===== config.mk =====
export PLATFORM = sky130hd
export DESIGN_NAME = seg_page_scheduler_flat
export DESIGN_NICKNAME = d
export VERILOG_FILES = /design/src/rtl/seg_page_if.sv /design/src/rtl/seg_page_scheduler.sv /design/src/flat_wrapper.sv
export SDC_FILE = /design/constraint.sdc
export NUM_CORES = 1
export LEC_CHECK = 0
export ABC_CLOCK_PERIOD_IN_PS = 2790
export BUFFER_PORTS_ARGS = -buffer_cell sky130_fd_sc_hd__buf_2
export CAP_MARGIN = 30
export CORE_ASPECT_RATIO = 1.75
export CORE_MARGIN = 3
export CORE_UTILIZATION = 55
export CTS_CLUSTER_SIZE = 12
export DETAILED_ROUTE_END_ITERATION = 10
export PLACE_DENSITY = 0.8
export SLEW_MARGIN = 20
export SYNTH_ARGS = -nofsm -noshare
export SYNTH_HDL_FRONTEND = slang
export SYNTH_SLANG_ARGS = --single-unit

===== constraint.sdc =====
create_clock -name clk -period 2.79 [get_ports clk]
set_clock_uncertainty 0.2 [all_clocks]
set_input_delay 0.279 -clock clk [delete_from_list [all_inputs] [get_ports clk]]
set_output_delay 0.279 -clock clk [all_outputs]
set_load 0.03 [all_outputs]

===== src/rtl/seg_page_if.sv =====
// Bundle of source values, control inputs and display-multiplexer outputs
// for seg_page_scheduler.
interface seg_page_if;
    logic [15:0] pt_data;
    logic [15:0] key_data;
    logic [15:0] ct_data;
    logic        ct_valid;
    logic        hold;
    logic [3:0]  dig0;
    logic [3:0]  dig1;
    logic [3:0]  dig2;
    logic [3:0]  dig3;
    logic [1:0]  page;
    logic        blank;
    logic        ct_ack;

    modport master (
        output pt_data, key_data, ct_data, ct_valid, hold,
        input  dig0, dig1, dig2, dig3, page, blank, ct_ack
    );

    modport slave (
        input  pt_data, key_data, ct_data, ct_valid, hold,
        output dig0, dig1, dig2, dig3, page, blank, ct_ack
    );
endinterface


===== src/rtl/seg_page_scheduler.sv =====
// Rotates PT/KEY/CT pages onto a 4-digit seven-segment display with blank gaps,
// ciphertext preemption and hold. Define SEG_LIVE_UPDATE_EN to track sources live.
module seg_page_scheduler #(
    parameter int unsigned DWELL_TICKS = 50000000,
    parameter int unsigned BLANK_TICKS = 1000000,
    parameter int unsigned CW          = 26
) (
    input  logic       clk,
    input  logic       rst_n,
    seg_page_if.slave  bus
);

    typedef enum logic {ST_BLANK, ST_SHOW} state_e;
    typedef enum logic [1:0] {
        PG_PT   = 2'b00,
        PG_KEY  = 2'b01,
        PG_CT   = 2'b10,
        PG_NONE = 2'b11
    } page_e;

    localparam logic [CW-1:0] DWELL_LAST = CW'(DWELL_TICKS - 1);
    localparam logic [CW-1:0] BLANK_LAST = CW'(BLANK_TICKS - 1);

    state_e        state, state_n;
    logic [CW-1:0] cnt, cnt_n;
    page_e         nxt_page, nxt_page_n;
    page_e         cur_page, cur_page_n;
    logic [15:0]   shown, shown_n;
    logic          ct_pend, ct_pend_n;
    logic          ct_seen, ct_seen_n;
    logic          ack_n;
    logic          ct_req;

    logic [15:0]   dig_q;
    page_e         page_q;
    logic          blank_q;
    logic          ack_q;

    function automatic logic [15:0] select_src(input page_e sel, input logic [15:0] pt,
                                                input logic [15:0] key, input logic [15:0] ct);
        case (sel)
            PG_PT:   return pt;
            PG_KEY:  return key;
            default: return ct;
        endcase
    endfunction

    // CT only joins the rotation once a ciphertext has ever been produced.
    function automatic page_e successor(input page_e cur, input logic seen);
        case (cur)
            PG_PT:   return PG_KEY;
            PG_KEY:  return seen ? PG_CT : PG_PT;
            default: return PG_PT;
        endcase
    endfunction

    // NOTE: every signal written below gets a default first, so no path can infer a latch.
    always_comb begin
        state_n    = state;
        cnt_n      = cnt;
        nxt_page_n = nxt_page;
        cur_page_n = cur_page;
        shown_n    = shown;
        ct_pend_n  = ct_pend | bus.ct_valid;
        ct_seen_n  = ct_seen | bus.ct_valid;
        ack_n      = 1'b0;
        ct_req     = bus.ct_valid | ct_pend;

        unique case (state)
            ST_BLANK: begin
                if (cnt == BLANK_LAST) begin
                    state_n = ST_SHOW;
                    cnt_n   = '0;
                    if (ct_pend) begin
                        cur_page_n = PG_CT;
                        ct_pend_n  = 1'b0;
                        ack_n      = 1'b1;
                    end else begin
                        cur_page_n = nxt_page;
                    end
                    shown_n = select_src(cur_page_n, bus.pt_data, bus.key_data, bus.ct_data);
                end else begin
                    cnt_n = cnt + CW'(1);
                end
            end
            ST_SHOW: begin
`ifdef SEG_LIVE_UPDATE_EN
                shown_n = select_src(cur_page, bus.pt_data, bus.key_data, bus.ct_data);
`endif
                if (ct_req && cur_page == PG_CT) begin
                    // Fresh ciphertext on the CT page: reload in place and restart the dwell.
                    shown_n   = bus.ct_data;
                    cnt_n     = '0;
                    ct_pend_n = 1'b0;
                    ack_n     = 1'b1;
                end else if (ct_req) begin
                    // Preemption beats both hold and the dwell count; ct_pend stays set.
                    state_n = ST_BLANK;
                    cnt_n   = '0;
                end else if (!bus.hold) begin
                    if (cnt == DWELL_LAST) begin
                        state_n    = ST_BLANK;
                        cnt_n      = '0;
                        nxt_page_n = successor(cur_page, ct_seen);
                    end else begin
                        cnt_n = cnt + CW'(1);
                    end
                end
            end
        endcase
    end

    // NOTE: sequential state uses non-blocking assignments so all registers update together.
    always_ff @(posedge clk or negedge rst_n) begin
        if (!rst_n) begin
            state    <= ST_BLANK;
            cnt      <= '0;
            nxt_page <= PG_PT;
            cur_page <= PG_PT;
            shown    <= '0;
            ct_pend  <= 1'b0;
            ct_seen  <= 1'b0;
            dig_q    <= '0;
            page_q   <= PG_NONE;
            blank_q  <= 1'b1;
            ack_q    <= 1'b0;
        end else begin
            state    <= state_n;
            cnt      <= cnt_n;
            nxt_page <= nxt_page_n;
            cur_page <= cur_page_n;
            shown    <= shown_n;
            ct_pend  <= ct_pend_n;
            ct_seen  <= ct_seen_n;
            // Outputs are registered from the next-state view so they line up with state.
            blank_q  <= (state_n == ST_BLANK);
            page_q   <= (state_n == ST_BLANK) ? PG_NONE : cur_page_n;
            dig_q    <= (state_n == ST_BLANK) ? 16'h0000 : shown_n;
            ack_q    <= ack_n;
        end
    end

    assign bus.dig0   = dig_q[3:0];
    assign bus.dig1   = dig_q[7:4];
    assign bus.dig2   = dig_q[11:8];
    assign bus.dig3   = dig_q[15:12];
    assign bus.page   = page_q;
    assign bus.blank  = blank_q;
    assign bus.ct_ack = ack_q;

endmodule

===== src/flat_wrapper.sv =====
// flat-port wrapper written by rule: the top's interface ports become plain ports
module seg_page_scheduler_flat 
#(
    parameter int unsigned DWELL_TICKS = 50000000,
    parameter int unsigned BLANK_TICKS = 1000000,
    parameter int unsigned CW          = 26
)
  (clk, rst_n, bus_pt_data, bus_key_data, bus_ct_data, bus_ct_valid, bus_hold, bus_dig0, bus_dig1, bus_dig2, bus_dig3, bus_page, bus_blank, bus_ct_ack);
  seg_page_if bus_i ();
  input  logic clk;
  input  logic rst_n;
  input wire logic [$bits(bus_i.pt_data)-1:0] bus_pt_data;
  input wire logic [$bits(bus_i.key_data)-1:0] bus_key_data;
  input wire logic [$bits(bus_i.ct_data)-1:0] bus_ct_data;
  input wire logic [$bits(bus_i.ct_valid)-1:0] bus_ct_valid;
  input wire logic [$bits(bus_i.hold)-1:0] bus_hold;
  output wire logic [$bits(bus_i.dig0)-1:0] bus_dig0;
  output wire logic [$bits(bus_i.dig1)-1:0] bus_dig1;
  output wire logic [$bits(bus_i.dig2)-1:0] bus_dig2;
  output wire logic [$bits(bus_i.dig3)-1:0] bus_dig3;
  output wire logic [$bits(bus_i.page)-1:0] bus_page;
  output wire logic [$bits(bus_i.blank)-1:0] bus_blank;
  output wire logic [$bits(bus_i.ct_ack)-1:0] bus_ct_ack;
  assign bus_i.pt_data = bus_pt_data;
  assign bus_i.key_data = bus_key_data;
  assign bus_i.ct_data = bus_ct_data;
  assign bus_i.ct_valid = bus_ct_valid;
  assign bus_i.hold = bus_hold;
  assign bus_dig0 = bus_i.dig0;
  assign bus_dig1 = bus_i.dig1;
  assign bus_dig2 = bus_i.dig2;
  assign bus_dig3 = bus_i.dig3;
  assign bus_page = bus_i.page;
  assign bus_blank = bus_i.blank;
  assign bus_ct_ack = bus_i.ct_ack;
  seg_page_scheduler #(.DWELL_TICKS(DWELL_TICKS), .BLANK_TICKS(BLANK_TICKS), .CW(CW)) u_core (.clk(clk), .rst_n(rst_n), .bus(bus_i));
endmodule

# After elaboration in Yosys (flattened, before gate mapping)
# Index checks and enable logic that the tools add are counted.
# op_classes
n_reduce_logical	4
n_mux	33
n_shift	0
n_addsub	1
div	0
bitwise_logic	7
magnitude_cmp	0
mul	0
eq_ne	6
# ops
operator	count
$mux W26	5
$pmux W16 S2	2
$pmux W26 S2	1
$mux W16	3
$add A26 B1 Y26 const B	1
$eq A26 B20 Y1 const B	1
$eq A26 B26 Y1 const B	1
$mux W2	7
$mux W1	11
$pmux W1 S2	3
$not A1 Y1	5
$reduce_and A5 Y1	1
$eq A2 B1 Y1 const B	2
$logic_not A2 Y1	2
$ne A4 B4 Y1 const B	1
$pmux W2 S2	1
$eq A2 B2 Y1 const B	1
$or A1 B1 Y1	2
$logic_and A1 B1 Y1	1
# word_totals
elab_cells	62
ramBits	0
latchBits	0
output_inout_bits	20
in_bits	52
reg_bits	69
mem_bits_ro	0
mem_count	0

# Depth between registers and ports, before layout
# Gate-level depths: netlist (run 1).
# logic_depth
word_depth	8
depth_mapped	9
depth_no_buf	6

# Worst setup path before layout (run 1)
# OpenSTA, ideal clock, no wires.
# synth_timing
kind	reg2reg
from	register u_core.cnt[9]
to	register u_core.dig_q[10]
arrival_time_ns	2.131
setup_slack_ns	0.339
period_less_slack_ns	2.451
path_buffers	2
stages_incl_launch_ff	8
required_time_ns	2.470
cell_sequence	dfrtp_1 -> or4b_1 -> or3_4 -> o31a_1 -> o22a_1 -> buf_6 -> buf_8 -> o211a_1
# synth_between
elab_chain_cells	7
# synth_lines
element	line_no	rtl
start: declaration	seg_page_scheduler.sv:25	logic [CW-1:0] cnt, cnt_n;
start signal: assignment	seg_page_scheduler.sv:129	cnt <= cnt_n;
$eq A26 B26 Y1	seg_page_scheduler.sv:101	if (cnt == DWELL_LAST) begin
$mux W1	seg_page_scheduler.sv:101	
$mux W1	seg_page_scheduler.sv:100	end else if (!bus.hold) begin
$mux W1	seg_page_scheduler.sv:96	end else if (ct_req) begin
$mux W1	seg_page_scheduler.sv:90	if (ct_req && cur_page == PG_CT) begin
$pmux W1 S2 *	seg_page_scheduler.sv:69	unique case (state)
net u_core.state_n	seg_page_scheduler.sv:24	state_e state, state_n;
$mux W16 *	seg_page_scheduler.sv:138	dig_q <= (state_n == ST_BLANK) ? 16'h0000 : shown_n;
end signal: assignment	seg_page_scheduler.sv:138	
end: declaration	seg_page_scheduler.sv:34	logic [15:0] dig_q;
# The timed path passes the listed nets; every way through them passes the cells marked *.
# A chain may end at the register's enable or synchronous reset.

# Worst setup path after layout (run 1)
# layout_timing
from	register u_core.cnt[9]
to	register u_core.dig_q[6]
# layout_between
elab_chain_cells	7
# layout_lines
element	line_no
$eq A26 B26 Y1	seg_page_scheduler.sv:101
$mux W1	seg_page_scheduler.sv:101
$mux W1	seg_page_scheduler.sv:100
$mux W1	seg_page_scheduler.sv:96
$mux W1	seg_page_scheduler.sv:90
$pmux W1 S2	seg_page_scheduler.sv:69
$mux W16 *	seg_page_scheduler.sv:138
# Every way passes the cells marked *; elsewhere a longest branch is shown, timed or not.

==> summary.txt, run 1 <==
Synth Flop Type - dfrtp_1
Worst-path clk slew - 50 ps
DRC violations left - 0
Clk sinks - 69
Final wirelength - 8780 um
R2R setup slack - 240 ps
Tot GR Track Use - 0.241
Pre-CTS setup slack - 276 ps
Vias - 3,031
Synth Instances - 373
Fillers - 514
CTS Hold Buffers Added - 1
Fin area - 4520 um^2
FP Rows - 39
Diodes inserted - 0
Crit Path Max Fanout - 19
Unrepaired setup endpoints after global routing - no
Die Y - 115 um
DP Cell Count - 513
Number of global-route vias before repair - 3,033
Die area - 7900 um^2
LEAKAGE - 0.00232 uW
Register area share after synthesis - 0.460
Global placer's final weighted congestion - 0.900
Count of cell types in the netlist - 43
YS warnings - 0
Core ar. - 6590 um^2
Async set or reset register ratio after synthesis - 1.00
CP arrival - 2550 ps
Cell Area, Placed - 4200 um^2
Root Driver - clkbuf_16
PD cells - 503 nW/um^2
Port Buffers - 71
Layout area overhead - 20.3%
Post-DR wirelength/cell - 16.6 um
PostCTS Resize Cnt - 0
Io pins - 72
Max clock buf depth - 2
Max Cap Viol - 0
Setup Fix Bufs, Post-CTS - 0
Slack of the critical path - 243 ps
Drt initial violations - 174
Final non-filler cell total - 530
CTS tree - built
Final Cycle Share - 0.913
Antenna viol nets, final - 0
Max Slew Vio Count - 0
Hold WS - 11.2 ps
Initial core utilization - 0.571
Nets - 496
Die W - 68.5 um
Syn Area/Cell - 10.1 um^2
Worst-Margin Slew - 952 ps
Dpl hpwl - 6190 um
H-tree levels - 3
Final hold violations - 0
Max Clk Rate - 393 MHz
Share of cells above drive strength 1 - 0.288
Final setup viols - 0
Post-synth EDFFs - 0
Final setup TNS - 0 ps
Initial antenna violation count - 0
Critical Path Start Type - register
Worst skew pair latency - 330 ps
CP endpoint kind - register
Syn_nets - 426
Via/cell ratio - 5.72
Worst Hold Class - primary input to register
Status - finished, final reports clean
Number of CTS-inserted buffers - 9
Tmin final - 2550 ps
Largest net degree at the start of global routing - 70
Slew HR - 0.365
Global-route wire length before repair - 14,100 um
Required time of the critical path - 2800 ps
Worst vdd ir - 0.356 mV
Syn Std Cell Area - 3760 um^2
Critical path class - register to register
Pre-antenna DRT Iters - 4
GRT Residual Overflow - 0
Number of synthesized register bits - 69
[flip-flops by register name, summed over array words and instances (netlist names)]
register           cells
u_core.cnt            26
u_core.dig_q          16
u_core.shown          16
u_core.bus.page        2
u_core.cur_page        2
u_core.nxt_page        2
u_core.bus.blank       1
u_core.bus.ct_ack      1
u_core.ct_pend         1
u_core.ct_seen         1
u_core.state           1
[metal layers]
layer / GRT usage / up-vias / part of all wire
li1: - / 1462 / -
met1: 0.257 / 1460 / 0.36
met2: 0.440 / 90 / 0.56
met3: 0.0479 / 19 / 0.046
met4: 0.101 / 0 / 0.026
met5: 0 / - / 0
[per-stage QoR]
| step | power (uW) | utilization |
|---|---|---|
| floorplan | 1030 | - |
| global placement | 1090 | 0.637 |
| detailed placement | 1100 | 0.637 |
| CTS | 2280 | 0.686 |
| global route | 2350 | 0.686 |
| finish | 2270 | 0.686 |
[cell usage in the layout (no fill, tap or decap), types with 3 or more instances in the layout]
| master | n |
|---|---|
| and3_1 | 5 |
| and4_1 | 3 |
| buf_2 | 71 |
| buf_4 | 12 |
| clkbuf_16 | 9 |
| clkinv_2 | 3 |
| dfrtp_1 | 66 |
| dfstp_2 | 3 |
| inv_1 | 5 |
| mux2_2 | 20 |
| mux2i_1 | 32 |
| nand2_1 | 49 |
| nand3_1 | 8 |
| nand4_1 | 6 |
| nor2_1 | 30 |
| nor3_1 | 9 |
| nor4_1 | 8 |
| nor4bb_1 | 3 |
| o211a_1 | 16 |
| o21a_1 | 16 |
| o21ai_0 | 18 |
| or2_2 | 3 |
| xnor2_1 | 15 |
| xor2_1 | 8 |
[synthesized netlist by cell type (all sizes together), types with 2 or more instances]
cell type | n | area, um^2
a21oi | 2 | 10.0
a22o | 2 | 17.5
and2 | 2 | 12.5
and3 | 5 | 31.3
and4 | 3 | 26.3
buf | 8 | 53.8
clkbuf | 17 | 63.8
dfrtp | 66 | 1650
dfstp | 3 | 78.8
inv | 5 | 18.8
mux2 | 20 | 225
mux2i | 32 | 320
nand2 | 49 | 184
nand3 | 8 | 40.0
nand4 | 6 | 37.5
nor2 | 30 | 113
nor2b | 3 | 18.8
nor3 | 10 | 50.1
nor4 | 8 | 50.1
nor4bb | 3 | 30.0
o211a | 16 | 160
o21a | 16 | 120
o21ai | 18 | 90.1
o22a | 2 | 17.5
or2 | 3 | 18.8
or3 | 2 | 17.5
xnor2 | 15 | 131
xor2 | 8 | 70.1
[critical path, cell delays in order (launching register included)]
cell and delay [ps]:
dfrtp_1 430, or4b_1 570, or3_4 400, o31a_1 300, o22a_1 180, buf_4 200, o211a_1 150
[area by class of cell]
cell class	count	area, um^2	area share
Multi-Input combinational cell	274	1900	0.420
Timing Repair Buffer	84	455	0.101
Inverter	5	18.8	0.00415
Sequential cell	69	1730	0.383
Clock inverter	7	90.1	0.0199
Tap cell	82	103	0.0227
Clock buffer	9	225	0.0498
[worst paths after layout]
| path | from | end | cells past startpoint |
|---|---|---|---|
| worst max-delay path | u_core.cnt[9] | u_core.dig_q[6] | 6 |
| worst min-delay path | bus_ct_valid | u_core.ct_seen | 2 |
| worst max register to register | u_core.cnt[9] | u_core.dig_q[6] | 6 |
| worst min register to register | u_core.ct_seen | u_core.ct_seen | 1 |
| max in group asynchronous | rst_n | u_core.cnt[9] | 3 |
| min in group asynchronous | rst_n | u_core.cnt[24] | 3 |
[logic make-up (layout without fill, tap and decap cells)]
group / count (synthesis) / after routing / share of synthesized area
mux: 52 / 52 / 0.145
fa+ha+maj: 1 / 1 / 0.00333
compound gates: 59 / 59 / 0.118
xor+xnor: 23 / 23 / 0.0536
simple gates: 139 / 139 / 0.184
buf+inv: 30 / 105 / 0.0363
flops: 69 / 69 / 0.460
[power breakdown]
| part | internal (uW) | switching (uW) |
|---|---|---|
| Sequential | 1000 | 0.0000000000000663 |
| Combinational | 35.9 | 40.6 |
| Clock | 776 | 420 |
| Total | 1810 | 460 |
No activity file was read; power rests on OpenSTA's default activity.
==> run 2: changes to the inputs <==
==> constraint.sdc (replaced) <==
create_clock -name clk -period 2.79 [get_ports clk]
set_clock_uncertainty 0.2 [all_clocks]
set_input_delay 0.1395 -clock clk [delete_from_list [all_inputs] [get_ports clk]]
set_output_delay 0.1395 -clock clk [all_outputs]
set_load 0.03 [all_outputs]
==> summary.txt, run 2 (same netlist as run 1, synthesis figures left out) <==
Status - finished, final reports clean
Max Slew Vio Count - 0 (unchanged)
Die area - 7900 um^2 (unchanged)
CP arrival - 2600 ps (+50 ps)
CTS tree - built
Worst Hold Class - primary input to register
Initial core utilization - 0.571 (unchanged)
PostCTS Resize Cnt - 0 (unchanged)
Tmin final - 2580 ps (+38.0 ps)
FP Rows - 39 (unchanged)
LEAKAGE - 0.00236 uW (+1.9%)
Die Y - 115 um (unchanged)
Pre-antenna DRT Iters - 4 (unchanged)
Required time of the critical path - 2800 ps (about the same)
Global placer's final weighted congestion - 0.966 (+7.3%)
Unrepaired setup endpoints after global routing - no
Pre-CTS setup slack - 274 ps (-1.87 ps)
Critical path class - register to register
Final setup viols - 0 (unchanged)
PD cells - 461 nW/um^2 (-8.3%)
Core ar. - 6590 um^2 (unchanged)
Commonest non-fill, non-tap cell in the layout - buf_2
Commonest non-fill, non-tap cells in the layout - 71 x buf_2, 66 x dfrtp_1, 49 x nand2_1
Worst-Margin Slew - 948 ps (-4.37 ps)
Slack of the critical path - 205 ps (-38.0 ps)
Fillers - 496 (-3.5%)
CTS Hold Buffers Added - 17 (+16)
H-tree levels - 3 (unchanged)
Final core occ - 0.704 (+0.0175)
Root Driver - clkbuf_16
Number of global-route vias before repair - 3,145 (+3.7%)
Final setup TNS - 0 ps (unchanged)
CP endpoint kind - register
Diodes inserted - 0 (unchanged)
Final wirelength - 8670 um (-1.3%)
Global-route wire length before repair - 14,300 um (+1.5%)
Worst-path clk slew - 50 ps (about the same)
Layout area overhead - 23.4%
Largest Register - u_core.cnt
Final hold violations - 0 (unchanged)
Share of cells above drive strength 1 - 0.266 (-0.0217)
Antenna viol nets, final - 0 (unchanged)
Drt initial violations - 148 (-15%)
Via/cell ratio - 5.65 (-1.2%)
Number of CTS-inserted buffers - 9 (unchanged)
Setup Fix Bufs, Post-CTS - 0 (unchanged)
Worst vdd ir - 0.614 mV (+72%)
Nets - 510 (+2.8%)
Largest net degree at the start of global routing - 70 (unchanged)
Max Clk Rate - 387 MHz (-1.5%)
DRC violations left - 0 (unchanged)
Worst skew pair latency - 330 ps (about the same)
Final Cycle Share - 0.926 (+0.0136)
Vias - 3,074 (+1.4%)
Post-DR wirelength/cell - 15.9 um (-3.8%)
Die W - 68.5 um (unchanged)
Io pins - 72 (unchanged)
Critical Path Start Type - register
Port Buffers - 71 (unchanged)
Max reg flops - 26 (unchanged)
GRT Residual Overflow - 0 (unchanged)
Max clock buf depth - 2 (unchanged)
Slew HR - 0.368 (+0.00291)
Largest registers - u_core.cnt x26, u_core.dig_q x16, u_core.shown x16
Dpl hpwl - 5880 um (-5.0%)
Crit Path Max Fanout - 5 (-14)
Max Cap Viol - 0 (unchanged)
Initial antenna violation count - 0 (unchanged)
Clk sinks - 69 (unchanged)
Tot GR Track Use - 0.244 (+0.00340)
-- run 2: cell count changes in the layout (fill, tap and decap cells not counted), sizes merged --
| cell | change |
|---|---|
| clkinv | -2 |
| clkinvlp | -2 |
| bufinv | -2 |
| dlygate4sd3 | +16 |
| clkbuf | +6 |
| buf | -2 |
-- run 2: report_power, final --
part	switching (uW)	internal, uW
logic	44.6	52.7
registers	0.0000000000000716	1000
clock network	389	649
-- run 2: layout make-up --
| cell class | instances | area [um^2] | share of cell area |
|---|---|---|---|
| Multi-Input combinational cell | 274 | 1900 | 0.410 |
| Sequential cell | 69 | 1730 | 0.373 |
| Timing Repair Buffer | 98 | 613 | 0.132 |
| Clock buffer | 15 | 268 | 0.0577 |
| Tap cell | 82 | 103 | 0.0221 |
| Inverter | 5 | 18.8 | 0.00405 |
| Clock inverter | 1 | 5.00 | 0.00108 |
-- run 2: worst paths after layout --
path | startpoint | to | slack, ps | cells past startpoint
max | u_core.cnt[9] | u_core.nxt_page[0] | 210 | 5
min | bus_ct_data[2] | u_core.shown[2] | 20 | 4
max reg2reg | u_core.cnt[9] | u_core.nxt_page[0] | 210 | 5
min reg2reg | u_core.ct_seen | u_core.ct_seen | 290 | 1
max in group asynchronous | rst_n | u_core.bus.page[0] | 1890 | 3
min in group asynchronous | rst_n | u_core.cnt[24] | 130 | 3
-- run 2: worst max-delay path, cell delays in order, from the launching register on --
cell and delay, ps:
dfrtp_1 450, or4b_1 580, or3_4 400, nor4_1 330
buf_4 190, mux2_2 330
-- run 2: metrics by stage --
stage	hold WS (ps)	total power [uW]	std cells	cell area, um^2
CTS	3.67	2160	544	4640
global placement	-8.45	1100	511	4190
global route	45.4	2220	544	4640
detailed placement	-5.66	1100	511	4190
finish	18.4	2140	544	4640
floorplan	-356	1030	373	3760
-- run 2: routing by layer --
metal	share of wire	up-vias	GRT usage
met5	0	-	0
met4	0.031	0	0.124
met3	0.042	21	0.0616
met2	0.55	71	0.428
met1	0.38	1495	0.261
li1	-	1487	-
